[config.mk]
export PLATFORM = sky130hd
export DESIGN_NAME = manchester_serial_rx
export DESIGN_NICKNAME = d
export VERILOG_FILES = /design/src/rtl/manchester_pkg.sv /design/src/rtl/manchester_pair_decoder.sv /design/src/rtl/manchester_serial_rx.sv
export SDC_FILE = /design/constraint.sdc
export NUM_CORES = 1
export LEC_CHECK = 0
export ABC_CLOCK_PERIOD_IN_PS = 2000
export CORE_UTILIZATION = 40
export CTS_CLUSTER_SIZE = 30
export DETAILED_ROUTE_END_ITERATION = 16
export PLACE_DENSITY = 0.7
export SYNTH_ARGS = -nofsm -noshare
export SYNTH_HDL_FRONTEND = slang
export SYNTH_HIERARCHICAL = 1
export SYNTH_SLANG_ARGS = --single-unit
[constraint.sdc]
create_clock -name clk -period 2 [get_ports clk]
set_input_delay 0.4 -clock clk [delete_from_list [all_inputs] [get_ports clk]]
set_output_delay 0.4 -clock clk [all_outputs]
set_load 0.02 [all_outputs]
[src/rtl/manchester_pkg.sv]
// Shared constants for the Manchester serial link: half-bit pair codes, start symbol and
// receiver FSM state encodings.
package manchester_pkg;

    localparam logic [1:0] HB_ONE    = 2'b01;
    localparam logic [1:0] HB_ZERO   = 2'b10;
    localparam logic [1:0] START_SYM = 2'b11;

    localparam logic [2:0] StIdle   = 3'd0;
    localparam logic [2:0] StArmed  = 3'd1;
    localparam logic [2:0] StStart  = 3'd2;
    localparam logic [2:0] StFirst  = 3'd3;
    localparam logic [2:0] StSecond = 3'd4;

endpackage

[src/rtl/manchester_pair_decoder.sv]
// Decodes one Manchester half-bit pair {first, second} into a data bit; 00 and 11 are illegal.
module manchester_pair_decoder
    import manchester_pkg::*;
(
    input  logic [1:0] pair_i,
    output logic       bit_o,
    output logic       err_o
);

    always_comb begin
        bit_o = 1'b0;
        err_o = 1'b0;
        unique case (pair_i)
            HB_ONE:  bit_o = 1'b1;
            HB_ZERO: bit_o = 1'b0;
            default: err_o = 1'b1;
        endcase
    end

endmodule

[src/rtl/manchester_serial_rx.sv]
// Manchester serial receiver: locks to the start edge, samples mid half-bit, decodes MSB-first
// data bits and delivers each byte through a single valid/ready holding register.
module manchester_serial_rx
    import manchester_pkg::*;
#(
    parameter int unsigned HALF_BIT_CLKS = 1,
    parameter int unsigned DATA_W        = 8
) (
    input  logic              clk,
    input  logic              rst,
    input  logic              serial_in,
    output logic [DATA_W-1:0] data_out,
    output logic              valid,
    input  logic              ready,
    output logic              code_err,
    output logic              overrun
);

    localparam int unsigned CntW = $clog2(HALF_BIT_CLKS + 1);
    localparam int unsigned BitW = $clog2(DATA_W + 1);
    localparam int unsigned EdgeOffs = HALF_BIT_CLKS / 2;
    localparam logic [CntW-1:0] HalfReload = CntW'(HALF_BIT_CLKS - 1);
    localparam logic [CntW-1:0] EdgeReload = CntW'((EdgeOffs > 0) ? EdgeOffs - 1 : 0);
    localparam logic [BitW-1:0] LastBit = BitW'(DATA_W - 1);

    logic              s_q;
    logic [2:0]        state_q, state_d;
    logic              locked_q, locked_d;
    logic [CntW-1:0]   cnt_q, cnt_d, cnt_next;
    logic [BitW-1:0]   bit_cnt_q, bit_cnt_d;
    logic [DATA_W-1:0] shift_q, shift_d;
    logic              first_q, first_d;
    logic [DATA_W-1:0] data_q, data_d;
    logic              valid_q, valid_d;
    logic              code_err_q, code_err_d;
    logic              overrun_q, overrun_d;

    logic              tick;
    logic              dec_bit, dec_err;
    logic              frame_done;
    logic [DATA_W-1:0] done_data;

    manchester_pair_decoder u_pair_decoder (
        .pair_i ({first_q, s_q}),
        .bit_o  (dec_bit),
        .err_o  (dec_err)
    );

    assign tick      = (cnt_q == '0);
    assign cnt_next  = tick ? HalfReload : cnt_q - 1'b1;
    assign done_data = {shift_q[DATA_W-2:0], dec_bit};

    always_comb begin
        state_d    = state_q;
        locked_d   = locked_q;
        cnt_d      = cnt_q;
        bit_cnt_d  = bit_cnt_q;
        shift_d    = shift_q;
        first_d    = first_q;
        code_err_d = 1'b0;
        frame_done = 1'b0;

        case (state_q)
            StIdle: begin
                locked_d = 1'b0;
                if (!s_q) begin
                    state_d = StArmed;
                end
            end
            StArmed: begin
                // locked_q marks that the start edge was seen and the offset count is running
                if (!locked_q) begin
                    if (s_q) begin
                        if (EdgeOffs == 0) begin
                            state_d = StStart;
                            cnt_d   = HalfReload;
                        end else begin
                            locked_d = 1'b1;
                            cnt_d    = EdgeReload;
                        end
                    end
                end else begin
                    cnt_d = cnt_next;
                    if (tick) begin
                        locked_d = 1'b0;
                        state_d  = s_q ? StStart : StIdle;
                    end
                end
            end
            StStart: begin
                cnt_d = cnt_next;
                if (tick) begin
                    if ({1'b1, s_q} == START_SYM) begin
                        state_d   = StFirst;
                        bit_cnt_d = '0;
                    end else begin
                        state_d = StIdle;
                    end
                end
            end
            StFirst: begin
                cnt_d = cnt_next;
                if (tick) begin
                    first_d = s_q;
                    state_d = StSecond;
                end
            end
            StSecond: begin
                cnt_d = cnt_next;
                if (tick) begin
                    if (dec_err) begin
                        code_err_d = 1'b1;
                        state_d    = StIdle;
                    end else begin
                        shift_d   = done_data;
                        bit_cnt_d = bit_cnt_q + 1'b1;
                        if (bit_cnt_q == LastBit) begin
                            frame_done = 1'b1;
                            state_d    = StIdle;
                        end else begin
                            state_d = StFirst;
                        end
                    end
                end
            end
            default: state_d = StIdle;
        endcase
    end

    always_comb begin
        data_d    = data_q;
        valid_d   = valid_q;
        overrun_d = 1'b0;
        // A handshake in the completion cycle frees the register, so that is not an overrun
        if (frame_done) begin
            if (!valid_q || ready) begin
                data_d  = done_data;
                valid_d = 1'b1;
            end else begin
                overrun_d = 1'b1;
            end
        end else if (valid_q && ready) begin
            valid_d = 1'b0;
        end
    end

    always_ff @(posedge clk or negedge rst) begin
        if (!rst) begin
            s_q        <= 1'b0;
            state_q    <= StIdle;
            locked_q   <= 1'b0;
            cnt_q      <= '0;
            bit_cnt_q  <= '0;
            shift_q    <= '0;
            first_q    <= 1'b0;
            data_q     <= '0;
            valid_q    <= 1'b0;
            code_err_q <= 1'b0;
            overrun_q  <= 1'b0;
        end else begin
            s_q        <= serial_in;
            state_q    <= state_d;
            locked_q   <= locked_d;
            cnt_q      <= cnt_d;
            bit_cnt_q  <= bit_cnt_d;
            shift_q    <= shift_d;
            first_q    <= first_d;
            data_q     <= data_d;
            valid_q    <= valid_d;
            code_err_q <= code_err_d;
            overrun_q  <= overrun_d;
        end
    end

    assign data_out = data_q;
    assign valid    = valid_q;
    assign code_err = code_err_q;
    assign overrun  = overrun_q;

endmodule
==> results of run 1 <==
==> repair_timing <==
| action | 4_1_cts | 5_1_grt |
|---|---|---|
| gates resized for setup | 1 | 11 |
| hold buffers | 0 | 0 |
| setup endpoints to repair | 10 | 9 |
| pin swaps | 0 | 3 |
| setup buffers | 1 | 1 |
==> per-stage QoR <==
stage / worst slack, ns / area [um2] / std cells / power, mW / setup TNS (ns)
floorplan: -0.115 / 1120 / 94 / 0.831 / -0.917
global route: -0.0472 / 1440 / 151 / 1.27 / -0.355
finish: 0.00595 / 1440 / 151 / 1.20 / 0
global placement: -0.0211 / 1350 / 145 / 0.941 / -0.109
detailed placement: -0.0412 / 1350 / 145 / 0.953 / -0.266
CTS: -0.00453 / 1390 / 150 / 1.20 / -0.00642
==> worst reg2reg max path, cell delays in order (launching register included) <==
cell	delay, ns
dfrtp_1	0.41
inv_2	0.07
ha_4	0.20
or4b_4	0.53
nor3b_4	0.23
buf_6	0.15
mux2_4	0.30
==> registers in the layout, summed over array words and instances (netlist names), 3 cells and up <==
register and cells:
state_q 3, bit_cnt_q 4, data_out 8, shift_q 7
==> area by class of cell <==
cell class              instances  area [um2]  area share [%]
clock buffers                   3        22.5            1.57
clock inverters                 1        7.51           0.522
inverters                       3        11.3           0.783
multi-input cells              62         454            31.6
flip-flops and latches         27         676            47.0
well taps                      30        37.5            2.61
repair buffers                 25         230            16.0
==> Yosys cell counts <==
master / number
nand3b_1: 1
ha_1: 2
nor4bb_1: 1
and3_1: 1
a32oi_1: 1
nand2_1: 24
dfrtp_1: 27
nor3b_4: 1
or3_1: 2
nor4b_1: 1
nand2b_1: 2
mux2_2: 9
clkbuf_1: 1
inv_1: 3
a21oi_1: 3
or4bb_1: 1
nor3b_1: 1
nor2_1: 2
nand3_1: 3
buf_2: 1
nor4b_2: 1
or4b_1: 1
o21ai_0: 5
==> cells by family (layout without fill, tap and decap cells) <==
kind of cell	after synthesis	in the layout
adders and majority gates	2	2
muxes	9	9
and+or+nand+nor	42	42
buffers and inverters	5	32
DFF	27	27
AOI/OAI and AO/OA	9	9
==> worst max-delay path by stage <==
| stage | from | to | slack [ns] | depth (start not counted) |
|---|---|---|---|---|
| 4_1_cts | s_q$_DFF_PN0_ | data_out[2]$_DFFE_PN0P_ | -0.005 | 5 |
| 6_report | first_q$_DFFE_PN0N_ | data_out[3]$_DFFE_PN0P_ | 0.006 | 6 |
| 5_1_grt | first_q$_DFFE_PN0N_ | data_out[3]$_DFFE_PN0P_ | -0.05 | 6 |
| 3_3_place_gp | s_q$_DFF_PN0_ | data_out[0]$_DFFE_PN0P_ | -0.02 | 5 |
| 3_5_place_dp | s_q$_DFF_PN0_ | data_out[0]$_DFFE_PN0P_ | -0.04 | 5 |
| 2_1_floorplan | s_q$_DFF_PN0_ | data_out[0]$_DFFE_PN0P_ | -0.11 | 5 |
==> power groups by stage <==
stage | clock network, mW | logic [mW] | registers [mW]
2_1_floorplan | 0 | 0.144 | 0.687
3_3_place_gp | 0 | 0.264 | 0.676
6_report | 0.248 | 0.285 | 0.671
4_1_cts | 0.245 | 0.283 | 0.669
3_5_place_dp | 0 | 0.274 | 0.678
5_1_grt | 0.269 | 0.317 | 0.682
==> routing by layer <==
layer / global-route usage [%] / up-vias
met1: 20.8 / 363
li1: - / 377
met2: 30.1 / 12
met4: 6.41 / 0
met5: 0 / -
met3: 1.67 / 2
==> flow_summary.yaml, run 1 <==
run_status:
  status: "finished, final reports clean"
job:
  maxCapViolations: 0
sta:
  rsz0062_at_grt: "yes"
  finalHoldViolCount: 0
  slew_headroom_pct: 75.9
  hold_ws_ns: 0.409
  finalSetupViolCount: 0
  report.final.slew_viol_count: 0
  min_period_ns: 1.99
  min_period_over_period_pct: 99.7
  finClkSkew_ns: 0.0118
  tightest_slew_ns: 0.356
  max_freq_ghz: 0.501
logic_synthesis:
  synth-simple-area-share_pct: 21.1
  ys_seq_elements: 27
  synthTopCellsByArea: "dfrtp_1 61%, mux2_2 9.2%, nand2_1 8.2%, ha_1 2.3%, o21ai_0 2.3%"
  synth_top_family_by_area: "simple AND/OR/NAND/NOR gates"
  synth_top_cell_area_share_pct: 61.2
  synthAdderAreaFrac_pct: 2.27
  synthMuxAreaShare_pct: 9.18
  synth_top_area_cell: "dfrtp_1"
  synth_xor_area_share_pct: 0
  ys_seq_area_share_pct: 61.2
  synth_cells: 94
  ys_types: 23
  avgSynthCellArea_um2: 11.7
  synth_nets: 100
  synthesis.area_mm2: 0.00110
  synth_warnings: 6
  synth_compound_area_share_pct: 4.42
floorplanning:
  core_mm2: 0.00254
  io_pins: 15
  die_h_um: 54.5
  row_count: 18
  die_w_um: 54.5
  dieArea_mm2: 0.00297
  initial_core_util_pct: 43.4
setup_path:
  regToRegStartpoint: "first_q$_DFFE_PN0N_"
  start_kind: "register"
  critical_path_class: "register to register"
  crit_path_top_delay_cell: "or4b_4"
  r2r_end: "data_out[3]$_DFFE_PN0P_"
  ff2ff_path_depth: 6
  path_buf_inv: 2
  cp_top_family: "simple AND/OR/NAND/NOR gates"
  slowest_delay_ns: 0.53
  reg2reg_slack_ns: 0.006
  crit_path_max_fanout: 4
  path_cells: "inv_2 -> ha_4 -> or4b_4 -> nor3b_4 -> buf_6 -> mux2_4"
  worst_ep_arrival_time_ns: 2.22
  end_kind: "register"
  worstPathRequired_ns: 2.23
global_routing:
  antenna_found_initial: 0
  overflow: 0
  grt_max_degree: 28
  grt_pass1_wl_um: 3460
  grtUsageTotal_pct: 16.8
  grt_pass1_vias: 779
layout:
  finish.utilization_pct: 56.5
  fillers: 212
  antenna_cells: 0
  area_growth_pct: 30.4
  most-common-layout-cells: "27 x dfrtp_1, 24 x nand2_1, 14 x clkdlybuf4s50_1, 9 x buf_4, 8 x mux2_4"
  final_common_cell: "dfrtp_1"
  fin_nets: 128
  drive_above_1_share_pct: 24.0
place:
  port_buffers: 14
  dpl.hpwl_um: 1420
  place.gp.congestion: 0.731
routing:
  antenna_left: 0
  highest_layer: "met4"
  vias: 754
  wl_per_cell_um: 14.0
  drt_wl_total_um: 2110
  met1Wirelength_um: 959
  met3_length_um: 36
  wl_met2_um: 1090
  drt-initial-drc-count: 8
  first_pass_iters: 2
  vias_per_cell: 4.99
  drc: 0
power:
  leakage_nw: 0.678
  switchingPower_uw: 371
  pwr-share-seq_pct: 55.8
  pwr-share-comb_pct: 23.6
  p_clk_share_pct: 20.6
  switching_share_pct: 30.8
  vdd_ir_drop_max_v: 0.000641
  powerDensity_mw_per_mm2: 837
  p_int_uw: 833
clocking:
  cts_tree: "yes"
  cts-buffers-inserted: 3
  cts_root_buffer: "clkbuf_4"
  clock_latency_ns: 0.33
  cts_buffer_depth: 2
  cts.sinks: 27
  clkTransAtPathRegs_ns: 0.16
  cts_max_level: 1
worst_hold_path:
  hold_class: "primary input to async pin"
Note: power is estimated with default switching activity, not from simulation.
==> inputs of run 2 (changes only) <==
--- a/config.mk
+++ b/config.mk
@@ -5,8 +5,8 @@
 export SDC_FILE = /design/constraint.sdc
 export NUM_CORES = 1
 export LEC_CHECK = 0
-export ABC_CLOCK_PERIOD_IN_PS = 2000
 export CORE_UTILIZATION = 40
+export CTS_CLUSTER_DIAMETER = 150
 export CTS_CLUSTER_SIZE = 30
 export DETAILED_ROUTE_END_ITERATION = 16
 export PLACE_DENSITY = 0.7
@@ -14,3 +14,4 @@
 export SYNTH_HDL_FRONTEND = slang
 export SYNTH_HIERARCHICAL = 1
 export SYNTH_SLANG_ARGS = --single-unit
+export TNS_END_PERCENT = 10
==> flow_summary.yaml, run 2 (synthesis results as in run 1) <==
run_status:
  status: "finished, final reports clean"
sta:
  hold_ws_ns: 0.409
  finClkSkew_ns: 0.0118
  tightest_slew_ns: 0.356
  min_period_over_period_pct: 99.7
  worst_slack_ns: 0.00595
  min_period_ns: 1.99
  slew_headroom_pct: 75.9
  report.final.slew_viol_count: 0
  finalHoldViolCount: 0
  max_freq_ghz: 0.501
  rsz0062_at_grt: "yes"
  finalSetupViolCount: 0
layout:
  final_common_cell: "dfrtp_1"
  fin_nets: 128
  area_growth_pct: 30.4
  antenna_cells: 0
  largest_reg_flops: 8
  drive_above_1_share_pct: 24.0
  most-common-layout-cells: "27 x dfrtp_1, 24 x nand2_1, 14 x clkdlybuf4s50_1, 9 x buf_4, 8 x mux2_4"
setup_path:
  crit_path_top_delay_cell: "or4b_4"
  worstPathRequired_ns: 2.23
  crit_path_max_fanout: 4
  worst_ep_arrival_time_ns: 2.22
  cp_top_family: "simple AND/OR/NAND/NOR gates"
  path_buf_inv: 2
  slowest_delay_ns: 0.53
  start_kind: "register"
  end_kind: "register"
  path_cells: "inv_2 -> ha_4 -> or4b_4 -> nor3b_4 -> buf_6 -> mux2_4"
  critical_path_class: "register to register"
global_routing:
  antenna_found_initial: 0
  grt_pass1_wl_um: 3460
  overflow: 0
  grt_pass1_vias: 779
  grtUsageTotal_pct: 16.8
  grt_max_degree: 28
floorplanning:
  die_h_um: 54.5
  die_w_um: 54.5
  initial_core_util_pct: 43.4
  io_pins: 15
  dieArea_mm2: 0.00297
  core_mm2: 0.00254
  row_count: 18
job:
  maxCapViolations: 0
clocking:
  cts_tree: "yes"
  clkTransAtPathRegs_ns: 0.16
  cts_max_level: 1
  clock_latency_ns: 0.33
  cts.sinks: 27
  cts_buffer_depth: 2
  cts-buffers-inserted: 3
  cts_root_buffer: "clkbuf_4"
place:
  place.gp.congestion: 0.731
  place_ws_ns: -0.0412
  dpl.hpwl_um: 1420
  port_buffers: 14
routing:
  vias: 754
  antenna_left: 0
  drt-initial-drc-count: 8
  drt_wl_total_um: 2110
  wl_per_cell_um: 14.0
  vias_per_cell: 4.99
  drc: 0
  first_pass_iters: 2
power:
  powerDensity_mw_per_mm2: 837
  leakage_nw: 0.678
  vdd_ir_drop_max_v: 0.000641
worst_hold_path:
  hold_class: "primary input to async pin"
==> run 2: cell counts in the layout (fill, tap and decap cells not counted) <==
Identical to the previous run, type by type.
==> run 2: worst paths after layout <==
check,start,endpoint,slack [ns],depth (start not counted)
max,first_q$_DFFE_PN0N_,data_out[3]$_DFFE_PN0P_,0.006,6
min,rst,data_out[1]$_DFFE_PN0P_,0.41,2
max reg2reg,first_q$_DFFE_PN0N_,data_out[3]$_DFFE_PN0P_,0.006,6
min reg2reg,shift_q[6]$_DFFE_PN0P_,shift_q[6]$_DFFE_PN0P_,0.51,2
max in group asynchronous,rst,first_q$_DFFE_PN0N_,1.34,2
min in group clk,serial_in,s_q$_DFF_PN0_,0.51,1
==> run 2: repair_timing <==
action / 4_1_cts / 5_1_grt
pin swaps: 0 / 3
hold buffers: 0 / 0
setup endpoints to repair: 10 / 9
setup buffers: 1 / 1
resized for setup: 1 / 11
==> run 2: cell type report <==
type | instances | area [um2]
fill | 212 | 1110
tap | 30 | 37.5
inverter | 3 | 11.3
clock inverter | 1 | 7.51
sequential | 27 | 676
timing repair buffer | 25 | 230
multi-input combinational | 62 | 454
clock buffer | 3 | 22.5
==> run 2: worst register-to-register path, cell delays in order, from the launching register on <==
cell and delay, ns:
dfrtp_1 0.41, inv_2 0.07, ha_4 0.20, or4b_4 0.53, nor3b_4 0.23, buf_6 0.15
mux2_4 0.30
==> run 2: power by group <==
| group | internal (mW) | switching [mW] |
|---|---|---|
| combinational | 0.140 | 0.144 |
| sequential | 0.616 | 0.0555 |
| clock | 0.0765 | 0.172 |
| total | 0.833 | 0.371 |
==> run 2: per-stage QoR <==
step           total power [mW]  util [%]  cell area (um2)  setup TNS (ns)  std cells
2_1_floorplan             0.831         -             1120          -0.917         94
3_3_place_gp              0.941      53.1             1350          -0.109        145
3_5_place_dp              0.953      53.1             1350          -0.266        145
4_1_cts                    1.20      54.8             1390        -0.00642        150
5_1_grt                    1.27      56.5             1440          -0.355        151
6_report                   1.20      56.5             1440               0        151
==> run 2: routing by layer <==
metal	global-route usage [%]	vias to the layer above	part of all wire, %
met5	0	-	0
met4	6.41	0	1.3
met3	1.67	2	1.7
met2	30.1	12	52
met1	20.8	363	45
li1	-	377	-
